**src/rtl/cac_dec_seq_if.sv**
```systemverilog
// Handshake and config bundle for cac_dec_seq: vector in, decoded word out, weight writes.
// master drives the vector/config/out_ready side, slave is the decoder.
interface cac_dec_seq_if #(
  parameter int NGRP = 4,
  parameter int GW   = 5,
  parameter int BLEN = 8,
  parameter int FNSW = 4
);
  logic                 in_valid;
  logic                 in_ready;
  logic [NGRP*GW-1:0]   codein;
  logic [NGRP*GW-1:0]   en_flag;
  logic                 cfg_we;
  logic [1:0]           cfg_addr;
  logic [FNSW-1:0]      cfg_wdata;
  logic                 out_valid;
  logic                 out_ready;
  logic [NGRP*BLEN-1:0] dataout;
  logic                 err;
  logic                 busy;

  modport master (
    output in_valid, codein, en_flag, cfg_we, cfg_addr, cfg_wdata, out_ready,
    input  in_ready, out_valid, dataout, err, busy
  );

  modport slave (
    input  in_valid, codein, en_flag, cfg_we, cfg_addr, cfg_wdata, out_ready,
    output in_ready, out_valid, dataout, err, busy
  );
endinterface

```
**src/rtl/cac_dec_seq.sv**
```systemverilog
// CAC receive sequencer: one group per cycle through a shared weighted-sum decoder; accept-to-valid NGRP+1 cycles,
// output held until out_ready, one vector in flight. Optional pattern checker under CAC_DEC_ERRCHK_EN.
module cac_dec_seq #(
  parameter int NGRP = 4,
  parameter int GW   = 5,
  parameter int BLEN = 8,
  parameter int FNSW = 4
) (
  input logic          clk,
  input logic          rst,
  cac_dec_seq_if.slave io
);
  localparam int IW = (NGRP > 1) ? $clog2(NGRP) : 1;

  typedef enum logic [1:0] {IDLE, DEC, DONE} state_t;

  state_t               state;
  logic [NGRP*GW-1:0]   vec;
  logic [IW-1:0]        idx;
  logic [NGRP*BLEN-1:0] res;
  logic [FNSW-1:0]      w2, w3, w4;
  logic [GW-1:0]        m;
  logic [BLEN-1:0]      sum;

  // Summing directly at BLEN bits gives the same modulo-2^BLEN result as a wider sum truncated.
  always_comb begin
    m   = vec[idx*GW +: GW];
    sum = BLEN'(m[0]) + BLEN'(m[1])
        + (m[2] ? BLEN'(w2) : '0)
        + (m[3] ? BLEN'(w3) : '0)
        + (m[4] ? BLEN'(w4) : '0);
  end

`ifdef CAC_DEC_ERRCHK_EN
  logic bad;
  logic err_q;

  always_comb begin
    bad = 1'b0;
    for (int i = 0; i <= GW - 3; i++) begin
      if (m[i +: 3] == 3'b010 || m[i +: 3] == 3'b101) bad = 1'b1;
    end
  end

  always_ff @(posedge clk or posedge rst) begin
    if (rst) begin
      err_q <= 1'b0;
    end else if (state == IDLE && io.in_valid) begin
      err_q <= 1'b0;
    end else if (state == DEC) begin
      err_q <= err_q | bad;
    end
  end

  assign io.err = err_q;
`else
  assign io.err = 1'b0;
`endif

  always_ff @(posedge clk or posedge rst) begin
    if (rst) begin
      state <= IDLE;
      vec   <= '0;
      idx   <= '0;
      res   <= '0;
      w2    <= FNSW'(2);
      w3    <= FNSW'(3);
      w4    <= FNSW'(5);
    end else begin
      case (state)
        IDLE: begin
          // A write landing on the accept edge is visible to that vector, since decoding starts next edge.
          if (io.cfg_we) begin
            case (io.cfg_addr)
              2'd0:    w2 <= io.cfg_wdata;
              2'd1:    w3 <= io.cfg_wdata;
              2'd2:    w4 <= io.cfg_wdata;
              default: ;
            endcase
          end
          if (io.in_valid) begin
            vec   <= io.codein & io.en_flag;
            idx   <= '0;
            res   <= '0;
            state <= DEC;
          end
        end
        DEC: begin
          res[idx*BLEN +: BLEN] <= sum;
          idx <= idx + 1'b1;
          if (idx == IW'(NGRP - 1)) state <= DONE;
        end
        DONE: begin
          if (io.out_ready) state <= IDLE;
        end
        default: state <= IDLE;
      endcase
    end
  end

  assign io.in_ready  = (state == IDLE) && !rst;
  assign io.out_valid = (state == DONE);
  assign io.busy      = (state != IDLE);
  assign io.dataout   = res;
endmodule
```
**src/flat_wrapper.sv**
```systemverilog
// flat-port wrapper written by rule: the top's interface ports become plain ports
module cac_dec_seq_flat 
#(
  parameter int NGRP = 4,
  parameter int GW   = 5,
  parameter int BLEN = 8,
  parameter int FNSW = 4
)
  (clk, rst, io_in_valid, io_codein, io_en_flag, io_cfg_we, io_cfg_addr, io_cfg_wdata, io_out_ready, io_in_ready, io_out_valid, io_dataout, io_err, io_busy);
  cac_dec_seq_if #(.NGRP(NGRP), .GW(GW), .BLEN(BLEN), .FNSW(FNSW)) io_i ();
  input logic clk;
  input logic rst;
  input wire logic [$bits(io_i.in_valid)-1:0] io_in_valid;
  input wire logic [$bits(io_i.codein)-1:0] io_codein;
  input wire logic [$bits(io_i.en_flag)-1:0] io_en_flag;
  input wire logic [$bits(io_i.cfg_we)-1:0] io_cfg_we;
  input wire logic [$bits(io_i.cfg_addr)-1:0] io_cfg_addr;
  input wire logic [$bits(io_i.cfg_wdata)-1:0] io_cfg_wdata;
  input wire logic [$bits(io_i.out_ready)-1:0] io_out_ready;
  output wire logic [$bits(io_i.in_ready)-1:0] io_in_ready;
  output wire logic [$bits(io_i.out_valid)-1:0] io_out_valid;
  output wire logic [$bits(io_i.dataout)-1:0] io_dataout;
  output wire logic [$bits(io_i.err)-1:0] io_err;
  output wire logic [$bits(io_i.busy)-1:0] io_busy;
  assign io_i.in_valid = io_in_valid;
  assign io_i.codein = io_codein;
  assign io_i.en_flag = io_en_flag;
  assign io_i.cfg_we = io_cfg_we;
  assign io_i.cfg_addr = io_cfg_addr;
  assign io_i.cfg_wdata = io_cfg_wdata;
  assign io_i.out_ready = io_out_ready;
  assign io_in_ready = io_i.in_ready;
  assign io_out_valid = io_i.out_valid;
  assign io_dataout = io_i.dataout;
  assign io_err = io_i.err;
  assign io_busy = io_i.busy;
  cac_dec_seq #(.NGRP(NGRP), .GW(GW), .BLEN(BLEN), .FNSW(FNSW)) u_core (.clk(clk), .rst(rst), .io(io_i));
endmodule
```
**config.mk**
```make
export PLATFORM = sky130hd
export DESIGN_NAME = cac_dec_seq_flat
export DESIGN_NICKNAME = d
export VERILOG_FILES = /design/src/rtl/cac_dec_seq_if.sv /design/src/rtl/cac_dec_seq.sv /design/src/flat_wrapper.sv
export SDC_FILE = /design/constraint.sdc
export NUM_CORES = 1
export LEC_CHECK = 0
export ABC_AREA = 1
export ABC_CLOCK_PERIOD_IN_PS = 8100
export CORE_MARGIN = 2
export CORE_UTILIZATION = 53
export CTS_BUF_LIST = sky130_fd_sc_hd__clkbuf_8
export CTS_CLUSTER_DIAMETER = 150
export DETAILED_ROUTE_END_ITERATION = 6
export PLACE_DENSITY = 0.87
export SYNTH_ARGS = -nofsm -noshare
export SYNTH_HDL_FRONTEND = slang
export SYNTH_SLANG_ARGS = --single-unit
```
**constraint.sdc**
```tcl
create_clock -name clk -period 8.1 [get_ports clk]
set_input_delay 1.62 -clock clk [delete_from_list [all_inputs] [get_ports clk]]
set_output_delay 1.62 -clock clk [all_outputs]
set_load 0.02 [all_outputs]
```
==> flow_summary.ini <==
[timing]
setup_tns_ns = 0
worstMarginPinSlew_ns = 0.834
finalHoldViolCount = 0
period_minus_slack_ns = 4.40
finalSetupViolations = 0
finalClockSkew_ns = 0.00303
finalMaxSlewViolations = 0
max_slew_margin_pct = 44.4
rsz0062_at_grt = no
fmaxAchievable_ghz = 0.227
fin_crit_sh_pct = 54.3

[cts]
postCtsSetupRepairBufs = 0
worstSkewPairLatency_ns = 0.34
tritoncts = built
path_clk_slew_ns = 0.06
cts.sinks = 60
cts-root-buf = clkbuf_8
cts_resized = 0
hold_buffers = 0
clock_path_buffers = 2
cts_buffers = 9
htreeDepth = 3

[critical_path]
criticalPathCategory = input port to output pin
endpoint_kind = output pin
path_max_fanout = 2
cp.required_ns = 6.48
start_kind = input port
cp.arrival_ns = 2.78

[synthesis]
synth_area_per_cell_um2 = 8.68
synth_seq_area_share_pct = 48.8
synth.distinct_cells = 26
synth-seq-cells = 60
synth_area_um2 = 3090
yosys_warnings = 0
syn_inst = 356

[floorplan]
num_rows = 27
die_h_um = 80.4
fp.dieW_um = 80.4
initial_core_util_pct = 55.4
ios = 87
dieArea_um2 = 6460
core_area_um2 = 5570

[power]
pwr-share-clk_pct = 16.1
p_switching_uw = 664
power_frac_seq_pct = 33.6
p_comb_share_pct = 50.3
power_per_cell_area_nw_per_um2 = 367
p_sw_share_pct = 44.6
internal-power_uw = 824
ir_worst_vdd_mv = 0.197
p_leak_uw = 0.00195
finalPower_uw = 1490

[global_routing]
grt_overflow = 0
grt_pass1_vias = 2702
grt_pass1_wl_um = 12000
grtUsageTotal_pct = 24.5
grt_max_degree = 61
antenna_found_initial = 0

[detailed_routing]
drt_wl_total_um = 6830
firstDrtPassIters = 4
route.detailed.drc = 0
vias = 2676
first_iter_violations = 142
ant_nets = 0
detail_route.wl_per_cell_um = 13.3
vias_per_cell = 5.22

[run]
cap_violations = 0

[layout]
drive_above_1_share_pct = 9.98
final_nets = 505
area_growth_pct = 31.2
fin_cells = 513
antenna_cells = 0
n_fill_cell = 422

[run_status]
status = finished, final reports clean

[placed_design]
gp_congestion = 0.958
dp_hpwl_um = 5180
place_inst = 497
numPortBuffers = 77

[hold_path]
min_path_type = flip-flop to flip-flop
-- cell usage after synthesis --
cell	number	area share [%]
nand4_1	4	0.81
nand2_1	83	10
o21bai_1	1	0.24
inv_2	11	1.3
o31ai_1	4	0.97
o22ai_1	2	0.40
nor2_1	12	1.5
o21ai_1	14	2.3
conb_1	1	0.12
buf_2	4	0.65
dfrtp_1	55	45
inv_1	40	4.9
nand3_2	6	1.9
nor2_4	2	0.73
fa_1	6	3.9
o21ai_0	46	7.4
nor2_2	2	0.40
dfstp_2	5	4.3
clkbuf_2	1	0.16
a21o_1	1	0.24
ha_1	12	4.9
nand3_1	21	3.4
xnor2_1	1	0.28
a21oi_1	7	1.1
buf_4	12	2.9
nand2_2	3	0.61
-- power by group through the flow --
stage	Combinational [uW]	Sequential (uW)	Clock, uW
finish	748	500	240
global route	857	514	259
CTS	750	499	244
detailed placement	736	502	0
global placement	710	496	0
floorplan	511	500	0
-- layer usage --
layer | GRT usage, % | wire length, um | part of all wire, % | vias up
met5 | 0 | 0 | 0 | -
met4 | 13.1 | 216 | 3.2 | 0
met3 | 4.72 | 450 | 6.6 | 21
met2 | 42.5 | 3420 | 50 | 114
met1 | 28.6 | 2740 | 40 | 1250
li1 | - | - | - | 1291
-- cell families (layout without fill, tap and decap cells) --
logic type / Yosys count / after routing / synth area share (%)
DFF: 60 / 60 / 48.8
other: 1 / 9 / 0.121
and+or+nand+nor: 133 / 133 / 19.4
buffers and inverters: 68 / 145 / 9.92
xor gates and xnor gates: 1 / 1 / 0.283
adders and majority gates: 18 / 18 / 8.74
AOI/OAI and AO/OA: 75 / 75 / 12.7
-- through the flow --
stage	hold slack [ns]	area, um^2	utilization, %	setup WS [ns]
2_1_floorplan	0.448	3120	-	4.57
3_3_place_gp	0.464	3870	69.5	3.71
3_5_place_dp	0.480	3870	69.5	3.70
4_1_cts	0.493	4060	72.7	3.70
5_1_grt	0.509	4060	72.7	3.63
6_report	0.490	4060	72.7	3.70
-- flip-flops by register name, summed over array words and instances (netlist names) --
signal             count
u_core.vec            20
u_core.idx             2
u_core.w4              4
u_core.io.dataout     24
u_core.w2              4
u_core.w3              4
u_core.state           2
-- layout by cell type (no fill, tap or decap), drive strengths merged, types with 9 or more instances in the layout --
cell type	n
clkbuf	12
inv	54
dfrtp	55
clkdlybuf4s50	77
nand3	27
conb	9
o21ai	60
nand2	86
ha	12
nor2	16
-- path summary, 6_finish.rpt --
| kind | startpoint | endpoint | slack, ns | cells after the start |
|---|---|---|---|---|
| max in group asynchronous | rst | u_core.io.dataout[21] | 5.78 | 3 |
| worst max register to register | u_core.idx[0] | u_core.io.dataout[11] | 3.96 | 14 |
| worst max-delay path | rst | io_in_ready | 3.70 | 3 |
| worst min register to register | u_core.w4[0] | u_core.w4[0] | 0.49 | 2 |
| worst min-delay path | u_core.w4[0] | u_core.w4[0] | 0.49 | 2 |
| min in group asynchronous | rst | u_core.w4[1] | 1.84 | 3 |
-- worst max-delay path, cell delays in order --
cell and delay (ns):
clkdlybuf4s50_1 0.43, nor2_1 0.11, clkdlybuf4s50_1 0.61
-- area by class of cell --
type                    count  area, um^2  area share (%)
flip-flops and latches     60        1510            37.2
multi-input cells         236        1310            32.2
repair buffers             78         778            19.2
inverters                  51         191            4.72
clock buffers              12         165            4.07
well taps                  72        90.1            2.22
clock inverters             4        16.3           0.401
No activity file was read; power rests on OpenSTA's default activity.
